File: src/rtl/irrigation_timer_ctrl_pkg.sv
// irrigation_timer_ctrl_pkg: state encodings, BCD limits and mm:ss helpers for the irrigation timer
package irrigation_timer_ctrl_pkg;
    typedef enum logic [1:0] {
        ST_IDLE   = 2'b00,
        ST_RUN    = 2'b01,
        ST_PAUSED = 2'b10,
        ST_DONE   = 2'b11
    } state_t;

    localparam logic [2:0] SEC_TENS_MAX = 3'd5;
    localparam logic [3:0] DIGIT_MAX    = 4'd9;
    localparam logic [2:0] MIN_TENS_MAX = 3'd5;

    typedef struct packed {
        logic [2:0] min_t;
        logic [3:0] min_u;
        logic [2:0] sec_t;
        logic [3:0] sec_u;
    } mmss_t;

    function automatic logic preset_ok(input logic [2:0] t, input logic [3:0] u);
        return t <= MIN_TENS_MAX && u <= DIGIT_MAX && (t != 3'd0 || u != 4'd0);
    endfunction

    // One-second BCD decrement; each digit borrows only when all lower digits wrap.
    function automatic mmss_t bcd_dec(input mmss_t t);
        mmss_t r;
        logic b0, b1, b2;
        b0 = t.sec_u == 4'd0;
        b1 = b0 && t.sec_t == 3'd0;
        b2 = b1 && t.min_u == 4'd0;
        r.sec_u = b0 ? DIGIT_MAX : t.sec_u - 4'd1;
        r.sec_t = b0 ? (b1 ? SEC_TENS_MAX : t.sec_t - 3'd1) : t.sec_t;
        r.min_u = b1 ? (b2 ? DIGIT_MAX : t.min_u - 4'd1) : t.min_u;
        r.min_t = b2 ? t.min_t - 3'd1 : t.min_t;
        return r;
    endfunction
endpackage

File: src/rtl/irrigation_timer_ctrl_tick_prescaler.sv
// tick_prescaler: one-cycle tick every TICK_DIV enabled cycles; hold freezes the phase without losing a due tick
module tick_prescaler #(
    parameter int TICK_DIV = 50_000_000
) (
    input  logic clock,
    input  logic reset,
    input  logic enable,
    input  logic hold,
    input  logic clear,
    output logic tick
);
    localparam int W = $clog2(TICK_DIV);
    localparam logic [W-1:0] LAST = W'(TICK_DIV - 1);

    logic [W-1:0] count;

    assign tick = enable && count == LAST;

    always_ff @(posedge clock or posedge reset)
        if (reset) count <= '0;
        else if (clear || tick) count <= '0;
        else if (enable && !hold) count <= count + 1'b1;
endmodule

File: src/rtl/irrigation_timer_ctrl.sv
// irrigation_timer_ctrl: one irrigation cycle -- loads an mm:ss countdown, drives the valve, pause/resume/cancel
module irrigation_timer_ctrl
    import irrigation_timer_ctrl_pkg::*;
#(
    parameter int TICK_DIV = 50_000_000
) (
    input  logic       clock,
    input  logic       reset,
    input  logic       start,
    input  logic       pause,
    input  logic       cancel,
    input  logic [2:0] preset_tens,
    input  logic [3:0] preset_units,
    output logic       valve_on,
    output logic       busy,
    output logic       done,
    output logic [1:0] state,
    output logic [2:0] rem_min_t,
    output logic [3:0] rem_min_u,
    output logic [2:0] rem_sec_t,
    output logic [3:0] rem_sec_u
);
    state_t st;
    mmss_t  rem;
    mmss_t  nxt;
    logic   tick;
    logic   load;
    logic   pause_req;

    // start outranks pause, so a simultaneous start keeps RUN running
    assign pause_req = pause && !start;
    assign load      = (st == ST_IDLE || st == ST_DONE) && start && !cancel
                       && preset_ok(preset_tens, preset_units);
    assign nxt       = bcd_dec(rem);

    tick_prescaler #(.TICK_DIV(TICK_DIV)) u_pre (
        .clock  (clock),
        .reset  (reset),
        .enable (st == ST_RUN),
        .hold   (pause_req),
        .clear  (cancel || load),
        .tick   (tick)
    );

    always_ff @(posedge clock or posedge reset)
        if (reset) begin
            st       <= ST_IDLE;
            rem      <= '0;
            done     <= 1'b0;
            valve_on <= 1'b0;
            busy     <= 1'b0;
        end else begin
            done <= 1'b0;
            if (cancel) begin
                st       <= ST_IDLE;
                rem      <= '0;
                valve_on <= 1'b0;
                busy     <= 1'b0;
            end else if (load) begin
                st       <= ST_RUN;
                rem      <= {preset_tens, preset_units, 7'd0};
                valve_on <= 1'b1;
                busy     <= 1'b1;
            end else if (st == ST_RUN && tick) begin
                rem <= nxt;
                if (nxt == '0) begin
                    st       <= ST_DONE;
                    done     <= 1'b1;
                    valve_on <= 1'b0;
                    busy     <= 1'b0;
                end else if (pause_req) begin
                    st       <= ST_PAUSED;
                    valve_on <= 1'b0;
                end
            end else if (st == ST_RUN && pause_req) begin
                st       <= ST_PAUSED;
                valve_on <= 1'b0;
            end else if (st == ST_PAUSED && start) begin
                st       <= ST_RUN;
                valve_on <= 1'b1;
            end
        end

    assign state     = st;
    assign rem_min_t = rem.min_t;
    assign rem_min_u = rem.min_u;
    assign rem_sec_t = rem.sec_t;
    assign rem_sec_u = rem.sec_u;
endmodule

File: config.mk
export PLATFORM = sky130hd
export DESIGN_NAME = irrigation_timer_ctrl
export DESIGN_NICKNAME = d
export VERILOG_FILES = /design/src/rtl/irrigation_timer_ctrl_pkg.sv /design/src/rtl/irrigation_timer_ctrl_tick_prescaler.sv /design/src/rtl/irrigation_timer_ctrl.sv
export SDC_FILE = /design/constraint.sdc
export NUM_CORES = 1
export LEC_CHECK = 0
export ABC_AREA = 0
export CORE_MARGIN = 1.5
export CORE_UTILIZATION = 56
export CTS_BUF_LIST = sky130_fd_sc_hd__clkbuf_16
export CTS_CLUSTER_DIAMETER = 200
export DETAILED_ROUTE_END_ITERATION = 12
export GPL_ROUTABILITY_DRIVEN = 1
export PLACE_DENSITY = 0.91
export SETUP_SLACK_MARGIN = 0.15
export SLEW_MARGIN = 25
export SYNTH_ARGS = -nofsm -noshare
export SYNTH_HDL_FRONTEND = slang
export SYNTH_SLANG_ARGS = --single-unit
File: constraint.sdc
create_clock -name clock -period 2.7 [get_ports clock]
set_clock_uncertainty 0.05 [all_clocks]
set_input_delay 0.54 -clock clock [delete_from_list [all_inputs] [get_ports clock]]
set_output_delay 0.54 -clock clock [all_outputs]
set_load 0.005 [all_outputs]
Word-level counts from Yosys, hierarchy flattened
Index checks and enable logic that the tools add are counted.
Operators by class
  magnitude comparators: 2
  add/sub/neg operators: 5
  equal/unequal tests: 5
  reductions and logical operators: 33
  mux-type cells: 33
Operators with widths (count)
  $mux 26: 2
  $mux 14: 3
  $add 26x1->26 const B: 1
  $eq 26x26->1 const B: 1
  $mux 1: 15
  $logic_not 14->1: 1
  $mux 2: 7
  $logic_and 1x1->1: 13
  $mux 4: 3
  $mux 3: 3
  $reduce_bool 3->1: 3
  $logic_not 4->1: 2
  $sub 4x1->4 const B: 2
  $sub 3x1->3 const B: 2
  $ne 5x4->1 const B: 1
  $reduce_bool 5->1: 1
  $eq 2x2->1 const B: 2
  $le 4x4->1 const B: 1
  $logic_or 1x1->1: 4
  $reduce_and 2->1: 2
  $reduce_bool 4->1: 1
  $le 3x3->1 const B: 1
  $logic_not 1->1: 3
  $logic_not 3->1: 1
  other kinds (3): 3
Storage, ports and cells
  bits of input ports: 12
  bits in registers: 45
  output and inout bits: 19
  word-level logic and storage cells: 87

Depth between registers and ports, before layout
Gate-level depths: netlist (run 1).
  word-level depth: 10
  depth in mapped cells: 9

By module
A second synthesis (run 1) with hierarchy kept.
Unflattened totals
  cell total of the unflattened synthesis: 296
  area total of the unflattened synthesis: 2756.4 um^2
Modules (own cells, without submodules)
  tick_prescaler: seq. area each 650.6 um^2, cells an instance 152, times used 1, area each 1471.4 um^2
  irrigation_timer_ctrl: seq. area each 475.5 um^2, cells an instance 144, times used 1, area each 1285.0 um^2

Worst setup path after synthesis (run 1)
No wires, ideal clock.
  path kind: reg2reg
  from: register st[1] (netlist: state[1])
  to: register rem, in the netlist rem_sec_u[1]
  data required time: 2572 ps
  setup time: 78 ps
  arrival time: 2168 ps
  path buffers: 1
  cell stages (with the launch flop): 9
  slack: 403 ps
  path through: dfrtp_1 -> inv_1 -> ha_1 -> nand3_1 -> nand4b_1 -> or3_1 -> buf_2 -> or4_1 -> a21oi_1
On the way
  word-level cells in the longest chain between the ends: 7
  elaborated cells on any way between the ends: 12
  those cells by class: eq/ne (2); mux (2); reduce/logical (8)
RTL lines
  start, declared: line irrigation_timer_ctrl.sv:23  | state_t st;
  start signal, assigned: line irrigation_timer_ctrl.sv:47  | st <= ST_IDLE;
  start signal, assigned: line irrigation_timer_ctrl.sv:55  | st <= ST_IDLE;
  start signal, assigned: line irrigation_timer_ctrl.sv:60  | st <= ST_RUN;
  $eq 2x2->1 / $logic_not 2->1 (equally long branches): line irrigation_timer_ctrl.sv:32  | assign load = (st == ST_IDLE || st == ST_DONE) && start && !cancel
  $logic_or 1x1->1: line irrigation_timer_ctrl.sv:32
  $logic_and 1x1->1 (2 in a row): line irrigation_timer_ctrl.sv:32
  $logic_and 1x1->1: line irrigation_timer_ctrl.sv:33  | && preset_ok(preset_tens, preset_units);
  $mux 14: line irrigation_timer_ctrl.sv:59  | end else if (load) begin
  $mux 14: line irrigation_timer_ctrl.sv:54  | if (cancel) begin
  end signal, assigned: line irrigation_timer_ctrl.sv:61  | rem <= {preset_tens, preset_units, 7'd0};
  end signal, assigned: line irrigation_timer_ctrl.sv:65  | rem <= nxt;
  end, declared: line irrigation_timer_ctrl.sv:24  | mmss_t rem;
Several ways; a longest one is shown, not always the timed one.
A chain may end at the register's enable or synchronous reset.

Final worst setup path (run 1)
  from: input preset_units[1]
  to: register rem, in the netlist rem_sec_u[2]
On the way
  word-level cells in the longest chain between the ends: 6
  elaborated cells on any way between the ends: 9
  those cells by class: order compare (1); mux (2); reduce/logical (6)
RTL lines
  start, declared: line irrigation_timer_ctrl.sv:13  | input logic [3:0] preset_units,
  $le 4x4->1 / $reduce_bool 4->1 (equally long branches): line irrigation_timer_ctrl_pkg.sv:22  | return t <= MIN_TENS_MAX && u <= DIGIT_MAX && (t != 3'd0 || u != 4'd0);
  $logic_and 1x1->1 / $logic_or 1x1->1 (equally long branches): line irrigation_timer_ctrl_pkg.sv:22
  $logic_and 1x1->1 (*): line irrigation_timer_ctrl_pkg.sv:22
  $logic_and 1x1->1 (*): line irrigation_timer_ctrl.sv:33
  $mux 14: line irrigation_timer_ctrl.sv:59
  $mux 14: line irrigation_timer_ctrl.sv:54
Every way passes the cells marked *; elsewhere a longest branch is shown, timed or not.

==> metrics, run 1 <==
most frequent cells in the layout=45 x sky130_fd_sc_hd__dfrtp_1, 43 x sky130_fd_sc_hd__nor2_1, 30 x sky130_fd_sc_hd__clkdlybuf4s50_1; category of the worst setup path capture point=flip-flop; drc violations=0; Final Critical Period=2419 ps; CTS Hold Buffers Added=0; initial antenna violation count=0; maximum achievable frequency=a little over 0.4 GHz; cts bufs inserted=5; largest area contributor in the netlist=sky130_fd_sc_hd__dfrtp_1; class of the tightest hold or removal check=reg2reg; hold_sp=busy$_DFFE_PP0P_; Die Ht=71.42 um; complex-gate fraction of the synthesized area=0.1289; Mapped Avg Cell Area=9.295 um^2; via-per-instance ratio=6.452; # clock sinks=45; crit path kind=in2reg; routed length per instance=17.78 um; number of instances on the worst hold path=1; ANT nets after route=0; arrival time of the worst setup path=2600 ps; clock tree root buffer cell=sky130_fd_sc_hd__clkbuf_16; Post-CTS Resized=0; Post-synth EDFFs=0; cell area after synthesis=0.002621 mm^2; flip-flop and latch count after synthesis=45; Clock transition at path regs=70 ps; maximum number of pins on one net before global-route repair=27; share of the synthesized area in the top cell type=0.4296; Total Die Area=0.005100 mm^2; Lkg Pwr=1.348 nW; fraction of synthesis flops using an asynchronous set or reset pin=1.000; kind of start point of the critical path=primary input; Rel. slew slack=0.4930; Die Width=just over 70 um; TritonCTS clock tree=yes; critical register-to-register path endpoint=rem_sec_u[1]$_DFFE_PP0P_; outcome=complete, no violations; RSZ-0062 raised after global routing=false; placed wire-length estimate=4633 um; antenna diode count=0; reg2reg start=state[1]$_DFFE_PP0P_; most frequent standard cell in the layout excluding fill and tap cells=sky130_fd_sc_hd__dfrtp_1; worst hold slack=491.7 ps; maximum vdd drop=0.2693 mV; Via Count=2,439; register area share after synthesis=0.4296; Clk Latency, worst-skew pair=between 200 and 300 ps; share of synthesized cell area in and, or, nand and nor gates=0.2850; post-route non-filler standard cell count=378; Max Slew Vio Count=0; Port Buf Inserts=30; max-cap violations=0; Core Rows=24; setup-violating endpoint count in the final report=0; via count of the first global-routing pass=2,343; layout cells sized above 1=0.1012; Iteration-0 DRC Markers=233; Synthesized Nets=approximately 300; effective utilization at floorplan=0.5938; leading register cell type out of synthesis=sky130_fd_sc_hd__dfrtp_1; multiplexer share of the synthesized area=0.01193; post-CTS setup repair buffer count=0; maximum fanout encountered on the critical timing path=9; DRT Pass-1 Iters=6; number of levels in the clock H-tree=2; maximum count of clock buffers along a single path=2; count of unique library cells instantiated by Yosys=56; main combinational cell family by area after synthesis=simple AND/OR/NAND/NOR gates; end of the worst hold path=busy$_DFFE_PP0P_; Reg2Reg Setup Slack=310 ps; final net count=344; post-synthesis xor/xnor area fraction=0.07685; power density over the cells=approximately 470 mW/mm^2; remaining global-route overflow=0; fill cell count=around 310; fin crit share=0.8961; GRT Overall Usage=0.2758; synthesized-area fraction occupied by adder cells=0.03341; Final Routed Wirelength=6721 um; global-route wire length before repair=around 11,000 um; synthesized instance count=roughly 280; Hold Violations, Final=0; count of warnings emitted by yosys=0; cell types with the largest area share after synthesis=sky130_fd_sc_hd__dfrtp_1 43%, sky130_fd_sc_hd__nor2_1 6.2%, sky130_fd_sc_hd__xor2_1 6.0%, sky130_fd_sc_hd__nand3_1 3.6%, sky130_fd_sc_hd__ha_1 3.3%; core box area=around 0.0044 mm^2; area added between synthesis and finish=22.58%; actual slew at the worst max-slew pin=755.9 ps; FF-to-FF path depth=7; Sum Neg Setup Slack=0 ps; required time of the critical path=around 2900 ps; boundary pin count=31; final RePlAce weighted congestion=0.9159; number of cells in the design after placement=370
routing by layer:
layer | vias to the layer above | track usage | routed length, um
met5 | - | 0 | 0
met4 | 0 | 0.1048 | 163
met3 | 25 | 0.05907 | 442
met2 | 118 | 0.4558 | 3380
met1 | 1174 | 0.3566 | 2735
li1 | 1122 | - | -
logic make-up after synthesis:
family	after synthesis
compound gates	46
fa+ha+maj	7
xor+xnor	23
simple gates	136
buf+inv	22
mux	3
flops	45
synthesized netlist by cell type, drive strengths merged (4+ instances only):
library cell and instances:
o21ai 6, or3 4, buf 4, nor2 43, nor3 5, nand3 19, xnor2 5, nor4 7
dfrtp 45, ha 7, a21oi 11, nand4 13, a211oi 4, nor4b 4, a311oi 4, nand2b 4
inv 12, nand2 16, xor2 18, and3 6, clkbuf 5, or4 4
where the power goes:
group          switching (mW)  internal (mW)
sequential             0.0187          0.687
clock                   0.261          0.340
combinational           0.114         0.0960
sequential cells by signal, summed over array words and instances, names as in the netlist:
signal and count:
rem_min_u 4, rem_sec_u 4, valve_on 1, state 2
busy 1, u_pre.count 26, done 1, rem_min_t 3
rem_sec_t 3
final cells by class:
class                   count  area, um^2  area share
clock buffers               5       125.1     0.03894
inverters                  13       48.80     0.01519
flip-flops and latches     45        1126      0.3505
repair buffers             45       425.4      0.1324
well taps                  52       65.06     0.02025
multi-input cells         215        1405      0.4373
clock inverters             3       17.52    0.005452
worst max-delay path by stage:
stage                              start                       end  slack (ps)  cells past startpoint
finish                   preset_units[1]  rem_sec_u[2]$_DFFE_PP0P_         280                      6
global route             preset_units[1]  rem_sec_t[0]$_DFFE_PP0P_         160                      6
CTS                      preset_units[1]      state[0]$_DFFE_PP0P_         310                      6
detailed placement       preset_units[1]  rem_sec_t[0]$_DFFE_PP0P_          30                      6
global placement         preset_units[1]  rem_sec_u[2]$_DFFE_PP0P_          70                      6
floorplan           state[1]$_DFFE_PP0P_  rem_sec_u[1]$_DFFE_PP0P_         400                      8
through the flow:
stage	power (mW)	setup WS (ps)	area (um^2)	util
2_1_floorplan	0.8243	403.5	2621	-
3_3_place_gp	0.9139	71.56	3070	0.6956
6_report	1.517	280.6	3213	0.7279
5_1_grt	1.566	164.4	3213	0.7279
3_5_place_dp	0.9206	27.34	3070	0.6956
4_1_cts	1.515	308.9	3213	0.7279
critical path: stages:
cell and delay [ps]:
sky130_fd_sc_hd__clkdlybuf4s50_1 450, sky130_fd_sc_hd__or4_1 520, sky130_fd_sc_hd__o211a_1 250, sky130_fd_sc_hd__nand3_1 250
sky130_fd_sc_hd__nand2_1 280, sky130_fd_sc_hd__o21ba_2 310
No activity file was read; power rests on OpenSTA's default activity.
==> inputs of run 2 (changes only) <==
--- a/config.mk
+++ b/config.mk
@@ -11,8 +11,8 @@
 export CTS_BUF_LIST = sky130_fd_sc_hd__clkbuf_16
 export CTS_CLUSTER_DIAMETER = 200
 export DETAILED_ROUTE_END_ITERATION = 12
-export GPL_ROUTABILITY_DRIVEN = 1
 export PLACE_DENSITY = 0.91
+export RECOVER_POWER = 50
 export SETUP_SLACK_MARGIN = 0.15
 export SLEW_MARGIN = 25
 export SYNTH_ARGS = -nofsm -noshare
==> run 2 against run 1 <==
  * Count of clock-buffer cells in the layout unchanged
  * Setup slack worse by 51 ps
  * Global-route usage unchanged
  * Sequential cell count unchanged
  * Power down 0.62%
  * First-iteration DRC count up 11%
  * Maximum frequency down 2.1%
  * Critical path type unchanged
  * Largest cell class unchanged
==> metrics, run 2 (synthesis gave the netlist of run 1 again) <==
GRT Overall Usage=0.2758; setup-violating endpoint count in the final report=0; Sum Neg Setup Slack=0 ps; outcome=complete, no violations; arrival time of the worst setup path=roughly 2600 ps; slowest stage cell on the critical path=sky130_fd_sc_hd__or4_1; category of the worst setup path capture point=flip-flop; maximum achievable frequency=0.4048 GHz; kind of start point of the critical path=primary input; most frequent standard cell in the layout excluding fill and tap cells=sky130_fd_sc_hd__dfrtp_1; WL met1=2760 um; fin util=0.7245; required time of the critical path=2820 ps; Clock transition at path regs=around 70 ps; total met2 wirelength after detailed routing=3458 um; TritonCTS clock tree=yes; Port Buf Inserts=30; maximum vdd drop=between 0.2 and 0.3 mV; Lkg Pwr=1.371 nW; maximum number of pins on one net before global-route repair=27; final net count=344; drc violations=0; critical path, cell by cell=clkdlybuf4s50_1 -> or4_1 -> o211a_1 -> nand3_1 -> buf_4 -> o21ai_0 -> a311oi_1; Core Rows=24; Total Die Area=0.005100 mm^2; final RePlAce weighted congestion=0.9159; Bufs and invs on worst path=2; reg2reg start=state[1]$_DFFE_PP0P_; via count of the first global-routing pass=2,343; number of levels in the clock H-tree=2; initial antenna violation count=0; effective utilization at floorplan=0.5938; actual slew at the worst max-slew pin=roughly 710 ps; class of the tightest hold or removal check=reg2reg; layout cells sized above 1=0.1012; RSZ-0062 raised after global routing=false; launch point of the critical path=preset_units[1]; area added between synthesis and finish=22.00%; antenna diode count=0; post-CTS setup repair buffer count=0; Clk Latency, worst-skew pair=290 ps; FF-to-FF path depth=7; critical path's largest stage delay=roughly 520 ps; fill cell count=approximately 310; fin crit share=0.9149; post-layout total power=1.508 mW; dpl cell area=~0.003 mm^2; register with the most flip-flops=u_pre.count; DRT Pass-1 Iters=5; global-route wire length before repair=10,990 um; boundary pin count=31; design area=approximately 0.0032 mm^2; ANT nets after route=0; highest metal layer with signal wires=met4; Max Slew Vio Count=0; max-cap violations=0; capturing element of the worst setup path=rem_min_u[0]$_DFFE_PP0P_; crit path kind=in2reg; CTS Hold Buffers Added=0; routed wl met3=about 350 um; # clock sinks=45; Rel. slew slack=0.5231; Die Ht=71.42 um; Die Width=71.42 um; clock tree root buffer cell=sky130_fd_sc_hd__clkbuf_16; Hold Violations, Final=0; Via Count=2,430; max FFs per register=26; via-per-instance ratio=6.429; category of cells accounting for the largest share of critical-path delay=simple AND/OR/NAND/NOR gates; Reg2Reg Setup Slack=a little over 300 ps; cts bufs inserted=5; routed length per instance=17.70 um; Final Critical Period=approximately 2500 ps; Post-CTS Resized=0; total number of cells along the worst setup path=7; most frequent cells in the layout=45 x sky130_fd_sc_hd__dfrtp_1, 43 x sky130_fd_sc_hd__nor2_1, 20 x sky130_fd_sc_hd__clkdlybuf4s50_1; Final Routed Wirelength=approximately 6700 um; Iteration-0 DRC Markers=259; placed wire-length estimate=4633 um; remaining global-route overflow=0; maximum fanout encountered on the critical timing path=9; critical register-to-register path endpoint=rem_sec_u[1]$_DFFE_PP0P_; core box area=roughly 0.0044 mm^2; maximum count of clock buffers along a single path=2; power density over the cells=471.5 mW/mm^2
## run 2: cell count changes in the layout (fill, tap and decap cells not counted)
cell,delta
sky130_fd_sc_hd__clkdlybuf4s50_1,-10
sky130_fd_sc_hd__dlygate4sd3_1,+10
sky130_fd_sc_hd__buf_12,-1
sky130_fd_sc_hd__clkbuf_2,+1
## run 2: worst min path at each step
stage                                      from                          end  slack [ps]  cells past startpoint
finish                         busy$_DFFE_PP0P_             busy$_DFFE_PP0P_         490                      1
global route                   busy$_DFFE_PP0P_             busy$_DFFE_PP0P_         520                      1
CTS                            busy$_DFFE_PP0P_             busy$_DFFE_PP0P_         490                      1
detailed placement             busy$_DFFE_PP0P_             busy$_DFFE_PP0P_         460                      1
global placement               busy$_DFFE_PP0P_             busy$_DFFE_PP0P_         470                      1
floorplan           u_pre.count[22]$_DFFE_PP0P_  u_pre.count[22]$_DFFE_PP0P_         450                      2
## run 2: per-stage QoR
stage | setup slack (ps) | cells | hold slack (ps)
global placement | 71.56 | 370 | 465.0
finish | 229.9 | 378 | 486.2
detailed placement | 27.34 | 370 | 459.4
floorplan | 403.5 | 282 | 447.7
CTS | 308.9 | 378 | 485.7
global route | 164.4 | 378 | 518.3
## run 2: cell type report
cell class                 count  area, um^2  share of cell area
clock buffer                   5       125.1             0.03912
inverter                      13       48.80             0.01526
tap                           52       65.06             0.02034
clock inverter                 3       17.52            0.005477
timing repair buffer          45       410.4              0.1283
sequential                    45        1126              0.3521
multi-input combinational    215        1405              0.4394
## run 2: per-layer routing
metal  GRT usage  up-vias
met5           0        -
met4      0.1048        0
met3     0.05907       14
met2      0.4558       91
met1      0.3566     1199
li1            -     1126
## run 2: power by group
| group | switching [mW] | total (mW) | leakage, nW | internal, mW |
|---|---|---|---|---|
| registers | 0.0186 | 0.706 | 0.623 | 0.688 |
| logic | 0.114 | 0.205 | 0.677 | 0.0910 |
| clock network | 0.257 | 0.597 | 0.0712 | 0.340 |
| total | 0.390 | 1.51 | 1.37 | 1.12 |
==> inputs of run 3 (changes only) <==
==> constraint.sdc (replaced) <==
create_clock -name clock -period 2.7 [get_ports clock]
set_clock_uncertainty 0.05 [all_clocks]
set_input_delay 0.54 -clock clock [delete_from_list [all_inputs] [get_ports clock]]
set_output_delay 0.54 -clock clock [all_outputs]
set_load 0.1 [all_outputs]
==> run 3 against run 2 <==
  * Final cell count shrank 0.26%
  * Sequential power is essentially flat
  * Sequential cell count is the same
  * Non-clock buffer count shrank 1
  * First-iteration DRC count shrank 12%
  * Count of clock-buffer cells in the layout is the same
  * Maximum frequency grew 0.77%
  * Hold slack lost 13 ps
  * Via count shrank 3.0%
  * Combinational power grew 37%
  * Wire length shrank 7.1%
  * Critical endpoint is now rem_min_t[0]$_DFFE_PP0P_
==> metrics, run 3 (synthesis gave the netlist of run 1 again) <==
max FFs per register=26; placed wire-length estimate=4321 um; global-route wire length before repair=10,630 um; FF-to-FF path depth=6; dpl cell area=0.003009 mm^2; Max Slew Vio Count=0; arrival time of the worst setup path=2550 ps; design area=0.003109 mm^2; Sum Neg Setup Slack=0 ps; # clock sinks=45; required time of the critical path=2800 ps; slowest stage cell on the critical path=sky130_fd_sc_hd__or4_1; actual slew at the worst max-slew pin=1172 ps; power density over the cells=499.3 mW/mm^2; RSZ-0062 raised after global routing=false; maximum number of pins on one net before global-route repair=46; routed length per instance=roughly 16 um; Final Routed Wirelength=6218 um; Core Rows=24; most frequent cells in the layout=43 x sky130_fd_sc_hd__nor2_1, 40 x sky130_fd_sc_hd__dfrtp_1, 23 x sky130_fd_sc_hd__buf_4; maximum count of clock buffers along a single path=2; area added between synthesis and finish=18.62%; Total Die Area=0.005100 mm^2; antenna diode count=0; Hold Violations, Final=0; Rel. slew slack=0.2223; Clk Latency, worst-skew pair=280 ps; number of levels in the clock H-tree=2; number of instances on the worst hold path=1; Reg2Reg Setup Slack=390 ps; via count of the first global-routing pass=2,279; clock tree root buffer cell=sky130_fd_sc_hd__clkbuf_16; effective utilization at floorplan=0.5938; critical path's largest stage delay=510 ps; fin crit share=0.9079; Via Count=2,358; Iteration-0 DRC Markers=228; Lkg Pwr=1.332 nW; remaining global-route overflow=0; maximum fanout encountered on the critical timing path=6; hold_sp=busy$_DFFE_PP0P_; register with the most flip-flops=u_pre.count; fin util=0.7044; crit path kind=in2reg; Die Ht=71.42 um; Clock transition at path regs=60 ps; outcome=complete, no violations; maximum vdd drop=0.4018 mV; max-cap violations=0; reg2reg start=rem_sec_u[0]$_DFFE_PP0P_; Post-CTS Resized=0; Die Width=71.42 um; core box area=0.004414 mm^2; Final Critical Period=approximately 2500 ps; most frequent standard cell in the layout excluding fill and tap cells=sky130_fd_sc_hd__nor2_1; final RePlAce weighted congestion=0.9144; GRT Overall Usage=0.2605; cts bufs inserted=5; via-per-instance ratio=6.255; boundary pin count=31; layout cells sized above 1=0.1385; drc violations=0; category of the worst setup path capture point=flip-flop; final net count=~340; class of the tightest hold or removal check=reg2reg; fill cell count=333; TritonCTS clock tree=yes; post-CTS setup repair buffer count=0; end of the worst hold path=busy$_DFFE_PP0P_; setup-violating endpoint count in the final report=0; DRT Pass-1 Iters=5; initial antenna violation count=0; critical path, cell by cell=clkdlybuf4s50_1 -> or4_1 -> o211a_1 -> and3_1 -> buf_4 -> a211oi_1 -> nor4_1; critical register-to-register path endpoint=rem_min_t[0]$_DFFE_PP0P_; ANT nets after route=0; maximum achievable frequency=0.4079 GHz; CTS Hold Buffers Added=0; Port Buf Inserts=30; kind of start point of the critical path=primary input
## run 3: stage by stage
| step | worst slack [ps] | std cells | hold WS, ps | power (mW) |
|---|---|---|---|---|
| 4_1_cts | 272.3 | 377 | 482.7 | 1.566 |
| 5_1_grt | 201.8 | 377 | 485.7 | 1.605 |
| 6_report | 248.7 | 377 | 473.1 | 1.552 |
| 2_1_floorplan | 87.13 | 282 | 447.7 | 0.9134 |
| 3_5_place_dp | 57.84 | 369 | 466.4 | 0.9997 |
| 3_3_place_gp | 92.07 | 369 | 462.7 | 0.9953 |
## run 3: area by class of cell
type	count	area [um^2]	share of cell area
clock buffers	5	125.1	0.04024
clock inverters	3	11.26	0.003622
inverters	13	48.80	0.01569
multi-input cells	215	1405	0.4519
flip-flops and latches	45	1132	0.3642
well taps	52	65.06	0.02093
repair buffers	44	321.6	0.1034
## run 3: routing by layer
layer	vias up	GRT usage	routed length (um)
met2	104	0.4115	2992
met3	20	0.04219	344
met5	-	0	0
met4	0	0.1048	157
met1	1118	0.3603	2724
li1	1116	-	-
## run 3: power breakdown
| part | total (mW) | switching, mW | internal, mW |
|---|---|---|---|
| registers | 0.708 | 0.0191 | 0.689 |
| logic | 0.280 | 0.198 | 0.0819 |
| clock network | 0.564 | 0.232 | 0.333 |
| total | 1.55 | 0.449 | 1.10 |
## run 3: how the worst max path moves through the flow
stage,to,cells after the start,slack [ps],from
finish,rem_min_t[0]$_DFFE_PP0P_,7,250,preset_units[1]
global route,rem_sec_t[2]$_DFFE_PP0P_,6,200,preset_tens[2]
CTS,rem_min_t[0]$_DFFE_PP0P_,7,270,preset_units[1]
detailed placement,state[0]$_DFFE_PP0P_,6,60,preset_units[1]
global placement,state[0]$_DFFE_PP0P_,6,90,preset_units[1]
floorplan,rem_sec_u[1]$_DFFE_PP0P_,7,90,state[0]$_DFFE_PP0P_
## run 3: critical path, delay by kind of cell
| kind | cells | cell delay (ps) |
|---|---|---|
| compound gates | 2 | 520 |
| buf+inv | 2 | 600 |
| simple gates | 3 | 870 |
